==> config.mk <==
export PLATFORM = sky130hd
export DESIGN_NAME = rr_arbiter
export DESIGN_NICKNAME = d
export VERILOG_FILES = /design/src/rtl/arb_pkg.sv /design/src/rtl/onehot_dec.sv /design/src/rtl/rr_arbiter.sv
export SDC_FILE = /design/constraint.sdc
export NUM_CORES = 1
export LEC_CHECK = 0
export CAP_MARGIN = 20
export CORE_AREA = 2 2 39 41
export DETAILED_ROUTE_END_ITERATION = 12
export DIE_AREA = 0 0 41 43
export PLACE_DENSITY = 0.66
export SLEW_MARGIN = 20
export SYNTH_ARGS = -nofsm -noshare
export SYNTH_HDL_FRONTEND = slang
export SYNTH_SLANG_ARGS = --single-unit
==> constraint.sdc <==
create_clock -name clk -period 1.8 [get_ports clk]
set_input_delay 0.18 -clock clk [delete_from_list [all_inputs] [get_ports clk]]
set_output_delay 0.18 -clock clk [all_outputs]
set_load 0.01 [all_outputs]
==> src/rtl/arb_pkg.sv <==
// Shared arbitration types and the round-robin winner pick, reusable by any
// arbiter up to ARB_MAX_W requesters.
package arb_pkg;

  // Two-state handshake: IDLE arbitrates, BUSY holds the grant until ack.
  typedef enum logic {
    IDLE = 1'b0,
    BUSY = 1'b1
  } arb_state_t;

  // Widest request vector rr_pick can handle; narrower callers zero-extend.
  localparam int unsigned ARB_MAX_W = 32;

  // Returns the one-hot winner: the lowest request at or above ptr, or the
  // lowest request overall when nothing sits at or above ptr.
  function automatic logic [ARB_MAX_W-1:0] rr_pick(
    input logic [ARB_MAX_W-1:0] req,
    input int unsigned          ptr
  );
    logic [ARB_MAX_W-1:0] masked;
    logic [ARB_MAX_W-1:0] src;
    masked = req & ~((ARB_MAX_W'(1) << ptr) - ARB_MAX_W'(1));
    src    = (masked != '0) ? masked : req;
    // Two's-complement trick isolates the lowest set bit.
    return src & (~src + ARB_MAX_W'(1));
  endfunction

endpackage

==> src/rtl/onehot_dec.sv <==
// One-hot (or all-zero) vector to binary index. An all-zero input yields 0.
module onehot_dec #(
  parameter int VECTOR_W = 4,
  parameter int IDX_W    = $clog2(VECTOR_W)
) (
  input  logic [VECTOR_W-1:0] onehot,
  output logic [IDX_W-1:0]    index
);

  // OR together the positions of the set bits; exact for one-hot inputs.
  always_comb begin
    // NOTE: default assignment first so no path leaves index unassigned (no latch).
    index = '0;
    for (int i = 0; i < VECTOR_W; i++) begin
      if (onehot[i]) index = index | IDX_W'(i);
    end
  end

endmodule

==> src/rtl/rr_arbiter.sv <==
// Round-robin arbiter with a registered one-hot grant that is held until the
// winner acknowledges it. Priority rotates to just past the last winner.
module rr_arbiter
  import arb_pkg::*;
#(
  parameter int REQ_W = 4,
  parameter int IDX_W = $clog2(REQ_W)
) (
  input  logic             clk,
  input  logic             rst_n,
  input  logic [REQ_W-1:0] req,
  input  logic             ack,
  output logic [REQ_W-1:0] grant,
  output logic             grant_valid
);

  arb_state_t           state;
  logic [IDX_W-1:0]     ptr;
  logic [IDX_W-1:0]     grant_idx;
  logic [IDX_W-1:0]     ptr_next;
  logic [ARB_MAX_W-1:0] pick_full;
  logic [REQ_W-1:0]     winner;

  // Combinational winner for the current request vector and pointer.
  assign pick_full = rr_pick(ARB_MAX_W'(req), 32'(ptr));
  assign winner    = pick_full[REQ_W-1:0];

  generate
    if (REQ_W < ARB_MAX_W) begin : g_pick_hi
      // Upper bits are always zero because req is zero-extended.
      logic unused_pick_hi;
      assign unused_pick_hi = ^pick_full[ARB_MAX_W-1:REQ_W];
    end
  endgenerate

  // Winner index comes from the held grant, so ptr follows the actual winner.
  onehot_dec #(
    .VECTOR_W (REQ_W),
    .IDX_W    (IDX_W)
  ) u_grant_dec (
    .onehot (grant),
    .index  (grant_idx)
  );

  // Explicit wrap so non-power-of-two REQ_W never lands on an unused index.
  assign ptr_next = (grant_idx == IDX_W'(REQ_W - 1)) ? '0 : grant_idx + IDX_W'(1);

  // Arbitration FSM with registered grant outputs.
  always_ff @(posedge clk or negedge rst_n) begin
    if (!rst_n) begin
      state       <= IDLE;
      grant       <= '0;
      grant_valid <= 1'b0;
      ptr         <= '0;
    end else begin
      // NOTE: non-blocking assignments so every register sees pre-edge values.
      case (state)
        IDLE: begin
          if (|req) begin
            grant       <= winner;
            grant_valid <= 1'b1;
            state       <= BUSY;
          end
        end
        BUSY: begin
          // Requests are ignored here; only ack releases the grant.
          if (ack) begin
            grant       <= '0;
            grant_valid <= 1'b0;
            ptr         <= ptr_next;
            state       <= IDLE;
          end
        end
        default: begin
          grant       <= '0;
          grant_valid <= 1'b0;
          state       <= IDLE;
        end
      endcase
    end
  end

endmodule

==> Flow_metrics.wiki, run 1 <==
{| class="wikitable"
! Metric !! Value
|-
| Standard-cell row count || 14
|-
| Start-to-end type of the worst setup path || reg2reg
|-
| Global-route wire length before repair || 1480 um
|-
| Post-CTS Setup Inserts || 0
|-
| Count leader, synth || sky130_fd_sc_hd__dfrtp_1
|-
| FF+latch count, synth || 8
|-
| Final cell utilization of the core || 41.9%
|-
| DP HPWL || 668 um
|-
| Library cell occupying the most area in the post-synthesis netlist || sky130_fd_sc_hd__dfrtp_1
|-
| Static Leak || 0.235 nW
|-
| Cells along the critical path || or2_2 > o311ai_2 > a21oi_1 > a32o_2
|-
| Root Buffer Master || sky130_fd_sc_hd__clkbuf_4
|-
| Die Footprint || 1760 um2
|-
| Final Cycle Share || 78.9%
|-
| Number of top-level design ports || 12
|-
| # clock sinks || 8
|-
| Arrival time of data at the critical path endpoint || 1570 ps
|-
| Largest incremental delay on the critical path || 460 ps
|-
| Number of buffers inserted by port buffering || 11
|-
| Proportion of netlist area held by the largest area contributor || 46.5%
|-
| Horiz. Die Dim || 41 um
|-
| Setup repair after global routing missed its margin || no
|-
| Number of levels the H-tree was split into || 1
|-
| Clock tree from TritonCTS || done
|-
| # Max-Cap Violations || 0
|-
| Detail Route Antenna Nets || 0
|-
| Worst clock skew || 12.4 ps
|-
| Iteration count of the initial detailed-routing pass || 4
|-
| Area growth from synthesis to layout || 34.6%
|-
| Gr ovfl total || 0
|-
| Biggest area contributors in the synthesized netlist || sky130_fd_sc_hd__dfrtp_1 47%, sky130_fd_sc_hd__a32o_2 5.2%, sky130_fd_sc_hd__mux2i_4 5.2%
|-
| Average wire per standard cell || 12.9 um
|-
| Synthesized Nets || 48
|-
| Count of flip-flops with a built-in enable after synthesis || 0
|-
| Total global-route track usage || 12.7%
|-
| Post-cts hold buffer count || 0
|-
| PD cells || 895 nW/um2
|-
| Largest net degree at the start of global routing || 9
|-
| Cell type of the slowest stage on the worst timing path || sky130_fd_sc_hd__dfrtp_1
|-
| Number of vias per cell after detailed routing || 5.23
|-
| Kind of launch point of the worst setup path || flop
|-
| Critical path required time || 1950 ps
|-
| Maximum root-to-sink buffer count || 2
|-
| Total negative setup slack || 0 ps
|-
| Netlist Area Pre-Place || 430 um2
|-
| Critical Path Fanout Max || 8
|-
| Clock-pin transition on the worst setup and hold timing paths || 60 ps
|-
| Outcome || finished, final reports clean
|-
| Share of flip-flops with an asynchronous set or reset || 100%
|-
| Number of global-route vias before repair || 355
|-
| Post-cts repair resize count || 0
|-
| Cells after Synth || 41
|-
| Post-route total power || 0.000519 W
|-
| Number of vias in the routed layout || 366
|-
| Final weighted congestion in routability-driven placement || 0.809
|-
| Dominant register cell in the synthesized netlist || sky130_fd_sc_hd__dfrtp_1
|-
| Max Transition Viols Final || 0
|-
| Total clock buffers created by CTS || 3
|-
| Worst max-slew margin expressed relative to the limit || 73.6%
|-
| Setup crit end kind || flop
|-
| Worst-Margin Slew || 395 ps
|-
| Kind of path behind the tightest hold check || in2async
|-
| Number of antenna cells inserted || 0
|-
| Layout cells sized above 1 || 16.7%
|-
| Initial cell density of the core || 31.1%
|-
| Fmax || 704 MHz
|-
| Antenna violations before repair || 0
|-
| Setup Viol. Count Final || 0
|-
| Reg2Reg Depth || 4
|-
| Number of different library cells in the post-synthesis netlist || 21
|-
| Area inside the core boundary || 1380 um2
|-
| Die Y-Extent || 43 um
|-
| Final critical path time including I/O delays and setup || 1420 ps
|-
| Remaining routing DRC violations || 0
|-
| Final number of hold-violating endpoints || 0
|-
| Clock latency on the worst-skew pair || 260 ps
|-
| Initial detailed-routing violation count || 7
|-
| Net count reported at finish || 63
|-
| Most frequent cells after synthesis || 8 x sky130_fd_sc_hd__dfrtp_1, 4 x sky130_fd_sc_hd__nand2_1, 3 x sky130_fd_sc_hd__a21oi_1, 3 x sky130_fd_sc_hd__o21ai_0
|-
| Post-synthesis area per instance || 10.5 um2
|-
| Yosys warnings || 0
|-
| Worst IR Drop VDD || 392 uV
|-
| Final wirelength || 905 um
|-
| Filler instances || 134
|-
| Share of synthesized area occupied by flip-flops and latches || 46.5%
|}
## logic make-up (layout without fill, tap and decap cells)
group,count (synthesis),in the layout,share of synthesized area (%)
muxes,1,1,5.23
AOI/OAI and AO/OA,15,15,26.5
buffers and inverters,3,16,2.62
DFF,8,8,46.5
xor gates and xnor gates,1,1,2.04
and+or+nand+nor,13,13,17.2
## area by class of cell
type / count / area, um2 / share of cell area, %
Clock buffer: 3 / 22.5 / 3.89
Sequential cell: 8 / 200 / 34.6
Tap cell: 16 / 20.0 / 3.46
Inverter: 2 / 7.51 / 1.30
Multi-Input combinational cell: 30 / 219 / 37.8
Timing Repair Buffer: 11 / 110 / 19.0
## worst max-delay path, delay by kind of cell (launching register included)
kind | cells | cell delay, ps
flip-flops | 1 | 460
AND/OR/NAND/NOR | 1 | 330
AO/OA/AOI/OAI | 3 | 530
## routing by layer
| metal | track usage [%] | share of wire, % | up-vias |
|---|---|---|---|
| li1 | - | - | 178 |
| met1 | 17.1 | 48 | 170 |
| met2 | 16.6 | 43 | 16 |
| met3 | 3.14 | 6.9 | 2 |
| met4 | 10.0 | 1.7 | 0 |
| met5 | 0 | 0 | - |
## sequential cells by signal, summed over array words and instances, names as in the netlist
| signal | cells |
|---|---|
| ptr | 2 |
| state | 1 |
| grant_valid | 1 |
| grant | 4 |
## power breakdown
| group | leakage (nW) | total, W | switching [W] | internal [W] |
|---|---|---|---|---|
| Sequential | 0.101 | 0.000242 | 0.0000370 | 0.000205 |
| Clock | 0.0138 | 0.000141 | 0.0000649 | 0.0000766 |
| Combinational | 0.120 | 0.000135 | 0.0000557 | 0.0000795 |
| Total | 0.235 | 0.000519 | 0.000158 | 0.000361 |
## final timing paths
path,to,from,slack (ps)
max,grant[1]$_DFFE_PN0P_,ptr[1]$_DFFE_PN0P_,380
min,grant[0]$_DFFE_PN0P_,rst_n,210
max reg2reg,grant[1]$_DFFE_PN0P_,ptr[1]$_DFFE_PN0P_,380
min reg2reg,ptr[1]$_DFFE_PN0P_,grant[3]$_DFFE_PN0P_,540
max in group asynchronous,ptr[1]$_DFFE_PN0P_,rst_n,1300
min in group clk,ptr[1]$_DFFE_PN0P_,grant[3]$_DFFE_PN0P_,540
## placed cells by master, fill, tap and decap left out
cell type                         instances
sky130_fd_sc_hd__clkdlybuf4s50_1         11
sky130_fd_sc_hd__dfrtp_1                  8
sky130_fd_sc_hd__nand2_1                  4
sky130_fd_sc_hd__o21ai_0                  3
sky130_fd_sc_hd__a21oi_1                  3
sky130_fd_sc_hd__clkbuf_4                 3
sky130_fd_sc_hd__nor2b_1                  2
sky130_fd_sc_hd__nand3b_1                 2
sky130_fd_sc_hd__a32o_2                   2
sky130_fd_sc_hd__inv_1                    2
sky130_fd_sc_hd__nor2_1                   2
sky130_fd_sc_hd__o31ai_1                  2
sky130_fd_sc_hd__or4_4                    1
sky130_fd_sc_hd__o21a_1                   1
sky130_fd_sc_hd__or2_2                    1
sky130_fd_sc_hd__o311ai_2                 1
sky130_fd_sc_hd__mux2i_4                  1
sky130_fd_sc_hd__o21ai_1                  1
sky130_fd_sc_hd__nand2b_1                 1
sky130_fd_sc_hd__xnor2_1                  1
sky130_fd_sc_hd__a21o_1                   1
sky130_fd_sc_hd__a32o_1                   1
## stage by stage
step / hold WS [ps] / std cells / area, um2 / setup WS [ps]
after floorplan: -116 / 41 / 430 / 472
after global placement: 485 / 67 / 557 / 124
after detailed placement: 494 / 67 / 557 / 115
after CTS: 214 / 70 / 579 / 373
after global routing: 243 / 70 / 579 / 300
final: 207 / 70 / 579 / 380
No activity file was read; power rests on OpenSTA's default activity.
==> run 2: changes to the inputs <==
Clock period 1.8 ns to 1.39 ns, I/O delays scaled along.
==> run 2 against run 1 <==
Combinational power increased by 68%. Via count grew 5.5%. Worst setup slack worse by 330 ps. Cell count rose by 10%. Die area unchanged. Clock-buffer cell count did not move. Core utilization grew 4.4 points. Non-clock buffer count increased by 7.
==> Flow_metrics.wiki, run 2 (synthesized netlist as in run 1, its figures left out) <==
{| class="wikitable"
! Metric !! Value
|-
| Arrival time of data at the critical path endpoint || 1200 ps
|-
| Kind of path behind the tightest hold check || in2async
|-
| Final worst setup slack || 49.3 ps
|-
| Die Footprint || 1760 um2
|-
| Worst IR Drop VDD || 574 uV
|-
| Die Y-Extent || 43 um
|-
| Worst hold slack || 155 ps
|-
| Max FFs per register || 4
|-
| R2r endpoint || grant[3]$_DFFE_PN0P_
|-
| Number of buffers inserted by port buffering || 11
|-
| WP depth || 1
|-
| Reg-to-Reg Start || ptr[1]$_DFFE_PN0P_
|-
| Kind of launch point of the worst setup path || flop
|-
| Maximum root-to-sink buffer count || 2
|-
| Registers with the most flip-flops || grant (4), ptr (2)
|-
| Number of vias in the routed layout || 386
|-
| Setup Viol. Count Final || 0
|-
| Number of top-level design ports || 12
|-
| Final weighted congestion in routability-driven placement || 0.726
|-
| Horiz. Die Dim || 41 um
|-
| Post-route cell area || 641 um2
|-
| Largest net degree at the start of global routing || 9
|-
| Number of levels the H-tree was split into || 1
|-
| Number of vias per cell after detailed routing || 5.01
|-
| Pre-CTS setup slack || -179 ps
|-
| Setup crit end || grant[2]
|-
| Net count reported at finish || 70
|-
| Clock-pin transition on the worst setup and hold timing paths || 60 ps
|-
| Total negative setup slack || 0 ps
|-
| Start-to-end type of the worst setup path || reg2out
|-
| Post-cts hold buffer count || 0
|-
| Largest incremental delay on the critical path || 550 ps
|-
| Total clock buffers created by CTS || 3
|-
| Initial cell density of the core || 31.1%
|-
| Layout cells sized above 1 || 27.9%
|-
| Top register by number of flip-flops || grant
|-
| Final critical path time including I/O delays and setup || 1340 ps
|-
| Leading cell type in the layout, fill and taps excluded || sky130_fd_sc_hd__clkdlybuf4s50_1
|-
| Detail Route Antenna Nets || 0
|-
| Final wirelength || 968 um
|-
| Fmax || 746 MHz
|-
| Static Leak || 0.286 nW
|-
| Post-CTS Setup Inserts || 0
|-
| Total global-route track usage || 14.6%
|-
| Remaining routing DRC violations || 0
|-
| Setup repair after global routing missed its margin || no
|-
| Worst clock skew || 8.15 ps
|-
| Worst-Margin Slew || 373 ps
|-
| Clock latency on the worst-skew pair || 260 ps
|-
| Outcome || finished, final reports clean
|-
| Worst path bufs/invs || 1
|-
| Number of global-route vias before repair || 385
|-
| Worst setup startpoint || grant[2]$_DFFE_PN0P_
|-
| Cells along the critical path || clkdlybuf4s50_1
|-
| # Max-Cap Violations || 0
|-
| Critical Path Fanout Max || 3
|-
| Final number of hold-violating endpoints || 0
|-
| DP HPWL || 706 um
|-
| Average wire per standard cell || 12.6 um
|-
| Iteration count of the initial detailed-routing pass || 3
|-
| PD cells || 1110 nW/um2
|-
| # clock sinks || 8
|-
| Critical path required time || 1250 ps
|-
| Number of antenna cells inserted || 0
|-
| Most used cells in the layout excluding fill and tap cells || 10 x sky130_fd_sc_hd__clkdlybuf4s50_1, 8 x sky130_fd_sc_hd__dfrtp_1, 7 x sky130_fd_sc_hd__buf_4
|-
| Reg2Reg Setup Slack || 100 ps
|-
| Root Buffer Master || sky130_fd_sc_hd__clkbuf_4
|-
| Worst max-slew margin expressed relative to the limit || 75.1%
|-
| Standard-cell row count || 14
|-
| Global-route wire length before repair || 1680 um
|-
| Area after DPL || 609 um2
|-
| Initial detailed-routing violation count || 9
|-
| Final Cycle Share || 96.5%
|-
| Max Transition Viols Final || 0
|-
| Clock tree from TritonCTS || done
|-
| Reg2Reg Depth || 4
|-
| Area growth from synthesis to layout || 48.8%
|-
| Area inside the core boundary || 1380 um2
|-
| Cell family with the largest share of critical-path delay || buffers and inverters
|-
| Cell type of the slowest stage on the worst timing path || sky130_fd_sc_hd__clkdlybuf4s50_1
|-
| Setup crit end kind || output pin
|-
| Gr ovfl total || 0
|-
| Antenna violations before repair || 0
|}
## run 2: cell count changes in the layout (fill, tap and decap cells not counted), sizes merged
cell and delta:
buf +7, dlymetal6s2s +1, clkdlybuf4s50 -1
## run 2: cell type report
class	instances	area [um2]
clock buffers	3	22.5
fillers	130	743
inverters	2	7.51
multi-input cells	30	225
flip-flops and latches	8	200
well taps	16	20.0
repair buffers	18	165
## run 2: report_power, final
part	switching (W)	internal [W]
sequential	0.0000345	0.000265
combinational	0.0000936	0.000133
clock	0.0000870	0.0000994
total	0.000215	0.000498
## run 2: through the flow
step                      util (%)  instances  total power (W)
after CTS                     45.7         77         0.000714
after global routing          46.3         77         0.000774
final                         46.3         77         0.000713
after floorplan                  -         41         0.000409
after detailed placement      44.0         74         0.000522
after global placement        44.0         74         0.000519
## run 2: timing repair
action / 4_1_cts / 5_1_grt
endpoints found under the setup margin: 0 / 4
resized for setup: 0 / 3
hold endpoints to repair: 0 / 0
## run 2: worst min-delay path by stage
stage          start                   end  slack, ps  depth (start not counted)
6_report       rst_n  grant[0]$_DFFE_PN0P_        160                          1
5_1_grt        rst_n  grant[0]$_DFFE_PN0P_        190                          1
4_1_cts        rst_n  grant[0]$_DFFE_PN0P_        170                          1
3_5_place_dp   rst_n  grant[0]$_DFFE_PN0P_        450                          1
3_3_place_gp   rst_n  grant[0]$_DFFE_PN0P_        440                          1
2_1_floorplan  rst_n  grant[0]$_DFFE_PN0P_       -160                          0
## run 2: metal layers
layer | track usage (%) | up-vias | share of wire [%]
li1 | - | 196 | -
met1 | 18.9 | 176 | 46
met2 | 19.7 | 12 | 46
met3 | 9.42 | 2 | 7.0
met4 | 4.00 | 0 | 0.52
met5 | 0 | - | 0
==> run 3: changes to the inputs <==
Settings changed: CTS_CLUSTER_SIZE set to 40.
==> results of run 3 <==
Final layout, timing and power as in run 2 (identical DEF).
